<file path="src/rtl/byte_demux8_reg_pkg.sv">
// Shared definitions for the eight-lane byte register bank.
// Holds the lane count, default lane width, pointer width and the FSM state encoding.
// Optional feature macro used by the block: BYTE_DEMUX8_READBACK_EN.
package byte_demux8_reg_pkg;

  localparam int unsigned LANES  = 8;
  localparam int unsigned PTR_W  = 3;
  localparam int unsigned DEF_DW = 8;

  typedef enum logic [1:0] {
    IDLE = 2'b00,
    FILL = 2'b01,
    DONE = 2'b10
  } state_t;

endpackage

</file>
<file path="src/rtl/byte_demux8_reg_if.sv">
// Valid/ready byte-write channel into the lane bank.
// Signals: in_valid, in_ready, in_data[DW], in_addr_en, in_addr[3].
// master = byte source, slave = byte_demux8_reg.
interface byte_demux8_reg_if
  import byte_demux8_reg_pkg::*;
#(
  parameter int unsigned DW = DEF_DW
);

  logic             in_valid;
  logic             in_ready;
  logic [DW-1:0]    in_data;
  logic             in_addr_en;
  logic [PTR_W-1:0] in_addr;

  modport master (
    output in_valid, in_data, in_addr_en, in_addr,
    input  in_ready
  );

  modport slave (
    input  in_valid, in_data, in_addr_en, in_addr,
    output in_ready
  );

endinterface

</file>
<file path="src/rtl/byte_demux8_reg_rb_mux.sv">
// byte_demux8_rb_mux: 8:1 readback selector over the packed lane bus.
// Ports: lanes[8*DW] packed lane bus (lane k at bits DW*k +: DW),
//        sel[3] lane index, rb_data[DW] selected lane (combinational).
// Only instantiated when BYTE_DEMUX8_READBACK_EN is defined.
module byte_demux8_rb_mux
  import byte_demux8_reg_pkg::*;
#(
  parameter int unsigned DW = DEF_DW
) (
  input  logic [LANES*DW-1:0] lanes,
  input  logic [PTR_W-1:0]    sel,
  output logic [DW-1:0]       rb_data
);

  always_comb begin
    rb_data = lanes[32'(sel) * DW +: DW];
  end

endmodule

</file>
<file path="src/rtl/byte_demux8_reg.sv">
// byte_demux8_reg: scatters a valid/ready byte stream into eight registered lanes,
// by auto-incrementing pointer or explicit lane address, and flags each full frame.
// Ports: clk, rst_n (async, active-low), src (byte_demux8_reg_if.slave),
//        frame_start (sync restart), o_bus[8*DW] registered lanes, wr_ptr[3],
//        frame_done (one-cycle pulse during DONE).
// With BYTE_DEMUX8_READBACK_EN defined: rb_sel[3] in, rb_data[DW] out (lane[rb_sel]).
module byte_demux8_reg
  import byte_demux8_reg_pkg::*;
#(
  parameter int unsigned DW = DEF_DW
) (
  input  logic                clk,
  input  logic                rst_n,
  byte_demux8_reg_if.slave    src,
  input  logic                frame_start,
  output logic [LANES*DW-1:0] o_bus,
  output logic [PTR_W-1:0]    wr_ptr,
  output logic                frame_done
`ifdef BYTE_DEMUX8_READBACK_EN
  ,
  input  logic [PTR_W-1:0]    rb_sel,
  output logic [DW-1:0]       rb_data
`endif
);

  state_t        state;
  logic [DW-1:0] lane [LANES];

  // Ready drops combinationally for the DONE cycle, on restart and while in reset.
  assign src.in_ready = (state != DONE) && !frame_start && rst_n;

  // Control FSM, pointer and lane registers.
  always_ff @(posedge clk or negedge rst_n) begin
    if (!rst_n) begin
      state      <= IDLE;
      wr_ptr     <= '0;
      frame_done <= 1'b0;
      for (int k = 0; k < int'(LANES); k++) begin
        lane[k] <= '0;
      end
    end else if (frame_start) begin
      // Restart keeps lane contents; only control state is cleared.
      state      <= IDLE;
      wr_ptr     <= '0;
      frame_done <= 1'b0;
    end else begin
      case (state)
        IDLE, FILL: begin
          frame_done <= 1'b0;
          if (src.in_valid) begin
            if (src.in_addr_en) begin
              lane[src.in_addr] <= src.in_data;
            end else begin
              lane[wr_ptr] <= src.in_data;
              // Pointer wraps 7 -> 0 on the same edge that enters DONE.
              wr_ptr <= wr_ptr + PTR_W'(1);
              if (wr_ptr == PTR_W'(LANES - 1)) begin
                state      <= DONE;
                frame_done <= 1'b1;
              end else begin
                state <= FILL;
              end
            end
          end
        end
        DONE: begin
          state      <= IDLE;
          wr_ptr     <= '0;
          frame_done <= 1'b0;
        end
        default: begin
          state      <= IDLE;
          wr_ptr     <= '0;
          frame_done <= 1'b0;
        end
      endcase
    end
  end

  // Lane k occupies bits [DW*k +: DW] of the output bus.
  for (genvar k = 0; k < int'(LANES); k++) begin : g_pack
    assign o_bus[k*DW +: DW] = lane[k];
  end

`ifdef BYTE_DEMUX8_READBACK_EN
  byte_demux8_rb_mux #(
    .DW (DW)
  ) u_rb_mux (
    .lanes   (o_bus),
    .sel     (rb_sel),
    .rb_data (rb_data)
  );
`endif

endmodule

</file>
<file path="src/flat_wrapper.sv">
// flat-port wrapper written by rule: the top's interface ports become plain ports
module byte_demux8_reg_flat import byte_demux8_reg_pkg::*;
#(
  parameter int unsigned DW = DEF_DW
)
  (clk, rst_n, frame_start, o_bus, wr_ptr, frame_done, src_in_valid, src_in_data, src_in_addr_en, src_in_addr, src_in_ready);
  byte_demux8_reg_if #(.DW(DW)) src_i ();
  input  logic clk;
  input  logic rst_n;
  input  logic frame_start;
  output logic [LANES*DW-1:0] o_bus;
  output logic [PTR_W-1:0] wr_ptr;
  output logic frame_done;
  input wire logic [$bits(src_i.in_valid)-1:0] src_in_valid;
  input wire logic [$bits(src_i.in_data)-1:0] src_in_data;
  input wire logic [$bits(src_i.in_addr_en)-1:0] src_in_addr_en;
  input wire logic [$bits(src_i.in_addr)-1:0] src_in_addr;
  output wire logic [$bits(src_i.in_ready)-1:0] src_in_ready;
  assign src_i.in_valid = src_in_valid;
  assign src_i.in_data = src_in_data;
  assign src_i.in_addr_en = src_in_addr_en;
  assign src_i.in_addr = src_in_addr;
  assign src_in_ready = src_i.in_ready;
  byte_demux8_reg #(.DW(DW)) u_core (.clk(clk), .rst_n(rst_n), .src(src_i), .frame_start(frame_start), .o_bus(o_bus), .wr_ptr(wr_ptr), .frame_done(frame_done));
endmodule
</file>
<file path="config.mk">
export PLATFORM = sky130hd
export DESIGN_NAME = byte_demux8_reg_flat
export DESIGN_NICKNAME = d
export VERILOG_FILES = /design/src/rtl/byte_demux8_reg_pkg.sv /design/src/rtl/byte_demux8_reg_if.sv /design/src/rtl/byte_demux8_reg_rb_mux.sv /design/src/rtl/byte_demux8_reg.sv /design/src/flat_wrapper.sv
export SDC_FILE = /design/constraint.sdc
export NUM_CORES = 1
export LEC_CHECK = 0
export ABC_AREA = 0
export CAP_MARGIN = 20
export CORE_UTILIZATION = 53
export CTS_BUF_LIST = sky130_fd_sc_hd__clkbuf_8
export DETAILED_ROUTE_END_ITERATION = 8
export PLACE_DENSITY_LB_ADDON = 0.1
export SYNTH_ARGS = -nofsm -noshare
export SYNTH_HDL_FRONTEND = slang
export SYNTH_HIERARCHICAL = 1
export SYNTH_SLANG_ARGS = --single-unit
</file>
<file path="constraint.sdc">
create_clock -name clk -period 3.1 [get_ports clk]
set_clock_uncertainty 0.1 [all_clocks]
set_input_delay 0.465 -clock clk [delete_from_list [all_inputs] [get_ports clk]]
set_output_delay 0.465 -clock clk [all_outputs]
set_load 0.02 [all_outputs]
</file>
# After elaboration in Yosys (flattened, before gate mapping)
# Index checks and enable logic that the tools add are counted.
# W data, S select, Z words.
# word_totals
reg_bits,70
latch_bits,0
ram_bits,0
rom_bits,0
in_bits,16
out_inout_bits,69
wordCells,54
n_memories,0
# op_classes
addsub,1
multipliers,0
n_div,0
n_lt_le_gt_ge,4
n_eq_ne,5
n_shift,0
mux,21
n_bitwise,3
n_reduce_logical,9
# op_table
op,count
$bwmux W64,2
$mux W64,1
$demux W8 S3,2
$mux W8,2
$mux W3,4
$mux W2,5
$ge A4 B4 Y1 const B,2
$lt A4 B1 Y1 const B,2
$not A3 Y4,2
$ne A3 B3 Y1 const B,2
$mux W1,5
$logic_and A1 B1 Y1,4
$add A3 B1 Y3 const B,1
$eq A3 B3 Y1 const B,1
$reduce_and A3 Y1,1
$eq A2 B1 Y1 const B,1
$logic_not A2 Y1,1
$ne A2 B2 Y1 const B,1
$reduce_and A2 Y1,1
$reduce_or A2 Y1,1
$logic_not A1 Y1,1
$not A1 Y1,1

# Logic depth before layout (Yosys ltp)
# Gate-level depths: netlist of the first run.
# depth
depth_word,7
depth_mapped,4

# Worst setup path before layout of the first run
# Ideal clock, no wire load.
# synth_path
kind,register -> register
start,register u_core.wr_ptr[2]
end,register u_core.lane (netlist bit u_core/o_bus[24])
setup_ns,0.125
arrival_time_ns,1.541
required_time_ns,2.875
setup_slack_ns,1.334
stages_incl_launch_ff,5
n_path_buf,1
path_cell_list,dfrtp_1 buf_4 and4bb_2 o21ai_4 mux2_2
# synth_via
elab_chain_len,7
word_cells_on_any_way,8
cone_classes,order compare: 2; mux: 4; bitwise: 1; reduce/logical: 1
# synth_rtl
element,line_no,rtl
start: declaration,byte_demux8_reg.sv:17,"output logic [PTR_W-1:0] wr_ptr,"
start signal: assignment,byte_demux8_reg.sv:56,wr_ptr <= wr_ptr + PTR_W'(1);
$not A3 Y4 (not written as such) *,byte_demux8_reg.sv:54,lane[wr_ptr] <= src.in_data;
$ge A4 B4 Y1 (not written as such) / $lt A4 B1 Y1 (equally long branches),byte_demux8_reg.sv:54,
$logic_and A1 B1 Y1 (not written as such),byte_demux8_reg.sv:54,
$mux W8 (not written as such),byte_demux8_reg.sv:54,
$demux W8 S3 *,byte_demux8_reg.sv:54,
$bwmux W64 *,byte_demux8_reg.sv:54,
$mux W64 *,byte_demux8_reg.sv:51,if (src.in_addr_en) begin
end signal: indexed assignment,byte_demux8_reg.sv:52,lane[src.in_addr] <= src.in_data;
end signal: indexed assignment,byte_demux8_reg.sv:54,
end: declaration,byte_demux8_reg.sv:27,logic [DW-1:0] lane [LANES];
# Mark *: on every way between the ends. The rest lies on a longest branch, timed or not.
# A chain may end at the register's enable or synchronous reset.

# Worst setup path in the final report of the first run
# layout_path
start,input frame_start
end,output src_in_ready
# layout_via
elab_chain_len,3
# layout_rtl
element,line_no,rtl
start: declaration,flat_wrapper.sv:10,input logic frame_start;
$logic_not A1 Y1,byte_demux8_reg.sv:30,assign src.in_ready = (state != DONE) && !frame_start && rst_n;
$logic_and A1 B1 Y1 (2 in series),byte_demux8_reg.sv:30,
end: declaration,flat_wrapper.sv:18,output wire logic [$bits(src_i.in_ready)-1:0] src_in_ready;
# No other way between the ends.

==> results.toml, run 1 <==
[power_and_ir_drop]
finalPower_w = 0.00296
p_leak_nw = 1.80
p_per_area_mw_per_mm2 = 713
peakVddDrop_mv = 0.468

[global_routing]
grt_pass1_vias = 1920
grt_antenna_before_repair = 0
grt_pass1_wl_um = 10200
grt_usage_pct = 22.8
grt_overflow = 0
grt_max_degree = 71

[cells_and_area]
layout_common_cells = "clkdlybuf4s50_1, dfrtp_1, mux2_2"
final_util_pct = 75.5
final_nets = 292
drive_above_1_share_pct = 36.9
seq_area_mm2 = 0.00175
area_growth_pct = 37.3
multi_input_area_mm2 = 0.00122
final_area_mm2 = 0.00416
n_antenna_cell = 0
final_common_cell = "clkdlybuf4s50_1"
num-fill-cells = 353

[min_path]
hp-class = "in -> async"

[clock_tree]
post_cts_buffers = 0
cts_tree = "built"
ctsResizeCount = 0
clockBufferDepth = 2
htree_levels = 3
clock_latency_ps = 330
holdBufCountCts = 0
clk_pin_slew_ps = 70
numCtsBuffers = 9
clockRootBuffer = "clkbuf_8"
numClockSinks = 70

[floorplan]
die_h_um = 77.6
io_pins = 85
coreArea_mm2 = 0.00551
die_area_mm2 = 0.00602
rows = 27
die_w_um = 77.6
initial_core_util_pct = 55.0

[sta]
finalHoldViolCount = 0
min_period_over_period_pct = 76.3
fin_crit_ps = 2370
relSlewSlack_pct = 42.1
setup_violations = 0
max_freq_mhz = 423
tightest_slew_ps = 869
rsz0062_at_grt = "no"
final.setup.tns_ps = 0
slew_violations = 0
fin_hold_ws_ps = 281

[yosys]
ys_ff_latch = 70
avgSynthCellArea_um2 = 16.5
ys_seq_area_share_pct = 57.9
syn_nets = 201
synth_cells = 183
synth_area_mm2 = 0.00303
ys_types = 24
ys.warnings.count = 6

[worst_setup_path]
crit_path_start = "frame_start"
cp_max_fo = 3
critPathKind = "in -> out"
reg2reg_slack_ps = 1170
reg2reg_from = "u_core/wr_ptr[2]"
start_kind = "input pin"
worstPathRequired_ps = 2530
endpoint_kind = "output pin"
r2r_cells = 3
cp_data_arrival_time_ps = 1800

[route]
drtIter0Drc = 60
num_vias = 1866
drt-total-wl_um = 6350
wl_per_cell_um = 18.1
drc = 0
drt_first_pass_iters = 2
vias_per_cell = 5.32
postRouteAntennaNets = 0

[job]
drv_cap = 0

[placed_design]
place_congestion = 0.760
numPortBuffers = 84
place_area_mm2 = 0.00392
place_hpwl_um = 4200

[outcome]
status = "finished, final reports clean"
synthesized netlist by cell type:
master	number	area, um^2
mux2_1	3	33.8
buf_6	2	22.5
nor3b_2	1	12.5
xnor2_1	1	8.76
buf_4	3	22.5
nand2_1	1	3.75
nor3b_1	2	15.0
a21boi_4	1	18.8
or2_2	1	6.26
dfrtp_1	70	1750
o21ai_4	7	114
nand4b_2	1	15.0
nor2_1	6	22.5
nor4b_4	4	95.1
mux2_2	61	687
and2b_1	1	7.51
clkbuf_1	2	7.51
and4b_1	3	30.0
ha_1	2	25.0
and4bb_2	6	75.1
nand4_1	1	6.26
nor2b_1	1	6.26
nor4_4	1	21.3
mux2i_1	2	20.0
metal layers:
layer / share of wire (%) / GRT usage, % / wire length [um]
met5: 0 / 0 / 0
met4: 1.5 / 8.49 / 96
met3: 5.2 / 6.71 / 333
met2: 46 / 35.5 / 2950
met1: 47 / 30.3 / 2970
logic make-up (layout without fill, tap and decap cells):
family	count (synthesis)	in the layout	synth area share, %
AND/OR/NAND/NOR	29	29	10.5
multiplexers	66	66	24.5
XOR/XNOR	1	1	0.289
buffers and inverters	7	103	1.74
AO/OA/AOI/OAI	8	8	4.38
flip-flops	70	70	57.9
adder cells (fa/ha/maj)	2	2	0.826
final timing paths:
kind | to
worst min-delay path | u_core/o_bus[0]
max in group asynchronous | u_core/o_bus[17]
min in group clk | u_core/o_bus[15]
worst max-delay path | src_in_ready
worst min register to register | u_core/o_bus[15]
worst max register to register | u_core/o_bus[27]
critical path, cell delays in order:
cell and delay (ps):
clkdlybuf4s50_1 450, nor3b_1 250, clkdlybuf4s50_1 640
where the power goes:
part	internal [W]	switching (W)
registers	0.00111	0.000107
clock network	0.000497	0.000327
logic	0.000491	0.000434
total	0.00209	0.000869
through the flow:
step / cells / setup WS (ps)
3_5_place_dp: 335 / 505
4_1_cts: 351 / 727
6_report: 351 / 733
3_3_place_gp: 335 / 540
2_1_floorplan: 183 / 1330
5_1_grt: 351 / 678
layout make-up:
type                            count  area share [%]
Sequential cell                    70            42.1
Multi-Input combinational cell    106            29.4
Timing Repair Buffer               87            20.7
Clock buffer                       11            3.64
Tap cell                           72            2.17
Clock inverter                      5            1.96
registers in the layout, summed over array words and instances, names as in the netlist:
name,cells
u_core/wr_ptr,3
u_core/o_bus,64
u_core/state,2
u_core/frame_done,1
Power figures use the tool's default switching activity.
==> run 2: changes to the inputs <==
--- a/config.mk
+++ b/config.mk
@@ -7,7 +7,7 @@
 export LEC_CHECK = 0
 export ABC_AREA = 0
 export CAP_MARGIN = 20
-export CORE_UTILIZATION = 53
+export CORE_UTILIZATION = 45
 export CTS_BUF_LIST = sky130_fd_sc_hd__clkbuf_8
 export DETAILED_ROUTE_END_ITERATION = 8
 export PLACE_DENSITY_LB_ADDON = 0.1
==> constraint.sdc (replaced) <==
create_clock -name clk -period 1.9 [get_ports clk]
set_clock_uncertainty 0.1 [all_clocks]
set_input_delay 0.285 -clock clk [delete_from_list [all_inputs] [get_ports clk]]
set_output_delay 0.285 -clock clk [all_outputs]
set_load 0.02 [all_outputs]
==> run 2 against run 1 <==
  * The run now ends with design-rule violations left
  * Clock power increased by 23%
  * Non-clock buffer count increased by 20
  * Via count increased by 2.8%
  * Cell area increased by 3.4%
  * Worst setup slack got worse by 670 ps
  * First-iteration DRC count increased by 28%
  * Sequential power increased by 64%
  * Largest power group unchanged
==> results.toml, run 2 (synthesized netlist as in run 1, its figures left out) <==
[cells_and_area]
n_antenna_cell = 0
largest_register_ffs = 64
final_area_mm2 = 0.00430
layout_common_cells = "clkdlybuf4s50_1, dfrtp_1, mux2_2"
final_common_cell = "clkdlybuf4s50_1"
area_growth_pct = 42.0
final_cells = 375
drive_above_1_share_pct = 41.6
final_nets = 312

[sta]
relSlewSlack_pct = 42.3
slew_violations = 0
min_period_over_period_pct = 96.7
timing.final.ws_setup_ps = 61.9
finalHoldViolCount = 0
setup_violations = 0
fin_crit_ps = 1840
rsz0062_at_grt = "no"
max_freq_mhz = 544
tightest_slew_ps = 866
final.setup.tns_ps = 0
fin_hold_ws_ps = 45.0

[worst_setup_path]
reg2reg_from = "u_core/wr_ptr[1]"
worstPathRequired_ps = 1510
cp_max_fo = 10
reg2reg_to = "u_core/o_bus[3]"
endpoint_kind = "output pin"
cp.depth = 1
critPathKind = "reg -> out"
worst_path_largest_cell_delay_ps = 640
start_kind = "flip-flop"
path_cells = "clkdlybuf4s50_1"
cp_data_arrival_time_ps = 1450
crit_family = "buffers and inverters"
crit_path_start = "u_core/wr_ptr[1]"
r2r_cells = 4
crit_end = "wr_ptr[1]"
reg2reg_slack_ps = 190
slowest_stage = "clkdlybuf4s50_1"
path_buf_inv = 1

[route]
drt_first_pass_iters = 6
postRouteAntennaNets = 0
wl_per_cell_um = 17.7
drt-total-wl_um = 6630
drc = 13
vias_per_cell = 5.11
num_vias = 1918
drtIter0Drc = 77

[floorplan]
initial_core_util_pct = 47.1
die_h_um = 84.0
die_w_um = 84.0
coreArea_mm2 = 0.00642
rows = 29
io_pins = 85
die_area_mm2 = 0.00706

[clock_tree]
post_cts_buffers = 0
holdBufCountCts = 0
clock_latency_ps = 330
clk_pin_slew_ps = 70
clockBufferDepth = 2
cts_tree = "built"
numCtsBuffers = 9
htree_levels = 3
clockRootBuffer = "clkbuf_8"
numClockSinks = 70

[power_and_ir_drop]
p_seq_share_pct = 43.8
p_comb_share_pct = 33.9
p_per_area_mw_per_mm2 = 1050
peakVddDrop_mv = 0.640
p_int_w = 0.00312
p_clk_share_pct = 22.3
switching_power_w = 0.00140
switching_share_pct = 31.0
p_leak_nw = 1.91

[placed_design]
place_ws_ps = -230
place_congestion = 0.701
place_hpwl_um = 4680
numPortBuffers = 84
placed_cells = 360
place_area_mm2 = 0.00413

[global_routing]
grt_antenna_before_repair = 0
grt_overflow = 0
grt_pass1_wl_um = 10900
grt_max_degree = 71
grt_usage_pct = 20.2
grt_pass1_vias = 2060

[outcome]
status = "finished, violations left"
violations = "design-rule violations"

[job]
drv_cap = 0

[min_path]
hp-class = "in -> async"
==> run 2: cell count changes in the layout (fill, tap and decap cells not counted), moves of 2 or more <==
cell | before | now
buf_4 | 3 | 19
dfrtp_2 | 0 | 3
clkinv_2 | 1 | 3
buf_12 | 0 | 4
clkdlybuf4s50_1 | 83 | 80
bufinv_16 | 2 | 0
dfrtp_1 | 70 | 67
==> run 2: worst reg2reg max path, cell delays in order (launching register included) <==
cell	delay [ps]
dfrtp_2	480
buf_4	180
nor4_4	50
o21ai_4	390
mux2_2	390
==> run 2: metal layers <==
layer	global-route usage [%]	up-vias	share of wire (%)
li1	-	888	-
met1	26.8	970	47
met2	32.0	53	47
met3	5.84	7	5.2
met4	6.58	0	1.1
met5	0	-	0
==> run 2: worst min-delay path by stage <==
stage,startpoint,to,slack (ps)
after CTS,rst_n,u_core/state[0],90
after global placement,u_core/o_bus[2],u_core/o_bus[2],380
after detailed placement,u_core/o_bus[15],u_core/o_bus[15],390
after global routing,rst_n,u_core/state[1],140
final,rst_n,u_core/state[0],50
after floorplan,rst_n,u_core/frame_done,-110
==> run 2: area by class of cell <==
class | count | area (um^2)
sequential | 70 | 1760
clock buffer | 10 | 138
fill | 472 | 2120
multi-input combinational | 106 | 1220
tap | 77 | 96.3
clock inverter | 5 | 27.5
timing repair buffer | 107 | 1060
==> run 2: metrics by stage <==
| stage | power [W] | utilization (%) |
|---|---|---|
| after floorplan | 0.00272 | - |
| after global placement | 0.00352 | 64.3 |
| after detailed placement | 0.00355 | 64.3 |
| after CTS | 0.00458 | 66.9 |
| after global routing | 0.00471 | 66.9 |
| final | 0.00452 | 66.9 |
==> run 2: power groups by stage <==
stage | Combinational [W] | Sequential (W) | Clock, W
global placement | 0.00152 | 0.00200 | 0
finish | 0.00153 | 0.00198 | 0.00101
detailed placement | 0.00154 | 0.00200 | 0
global route | 0.00161 | 0.00201 | 0.00109
CTS | 0.00155 | 0.00198 | 0.00105
floorplan | 0.000343 | 0.00237 | 0
==> run 2: timing repair <==
item,CTS,global route
setup endpoints to repair,4,2
cloned,0,0
resized for setup,5,3
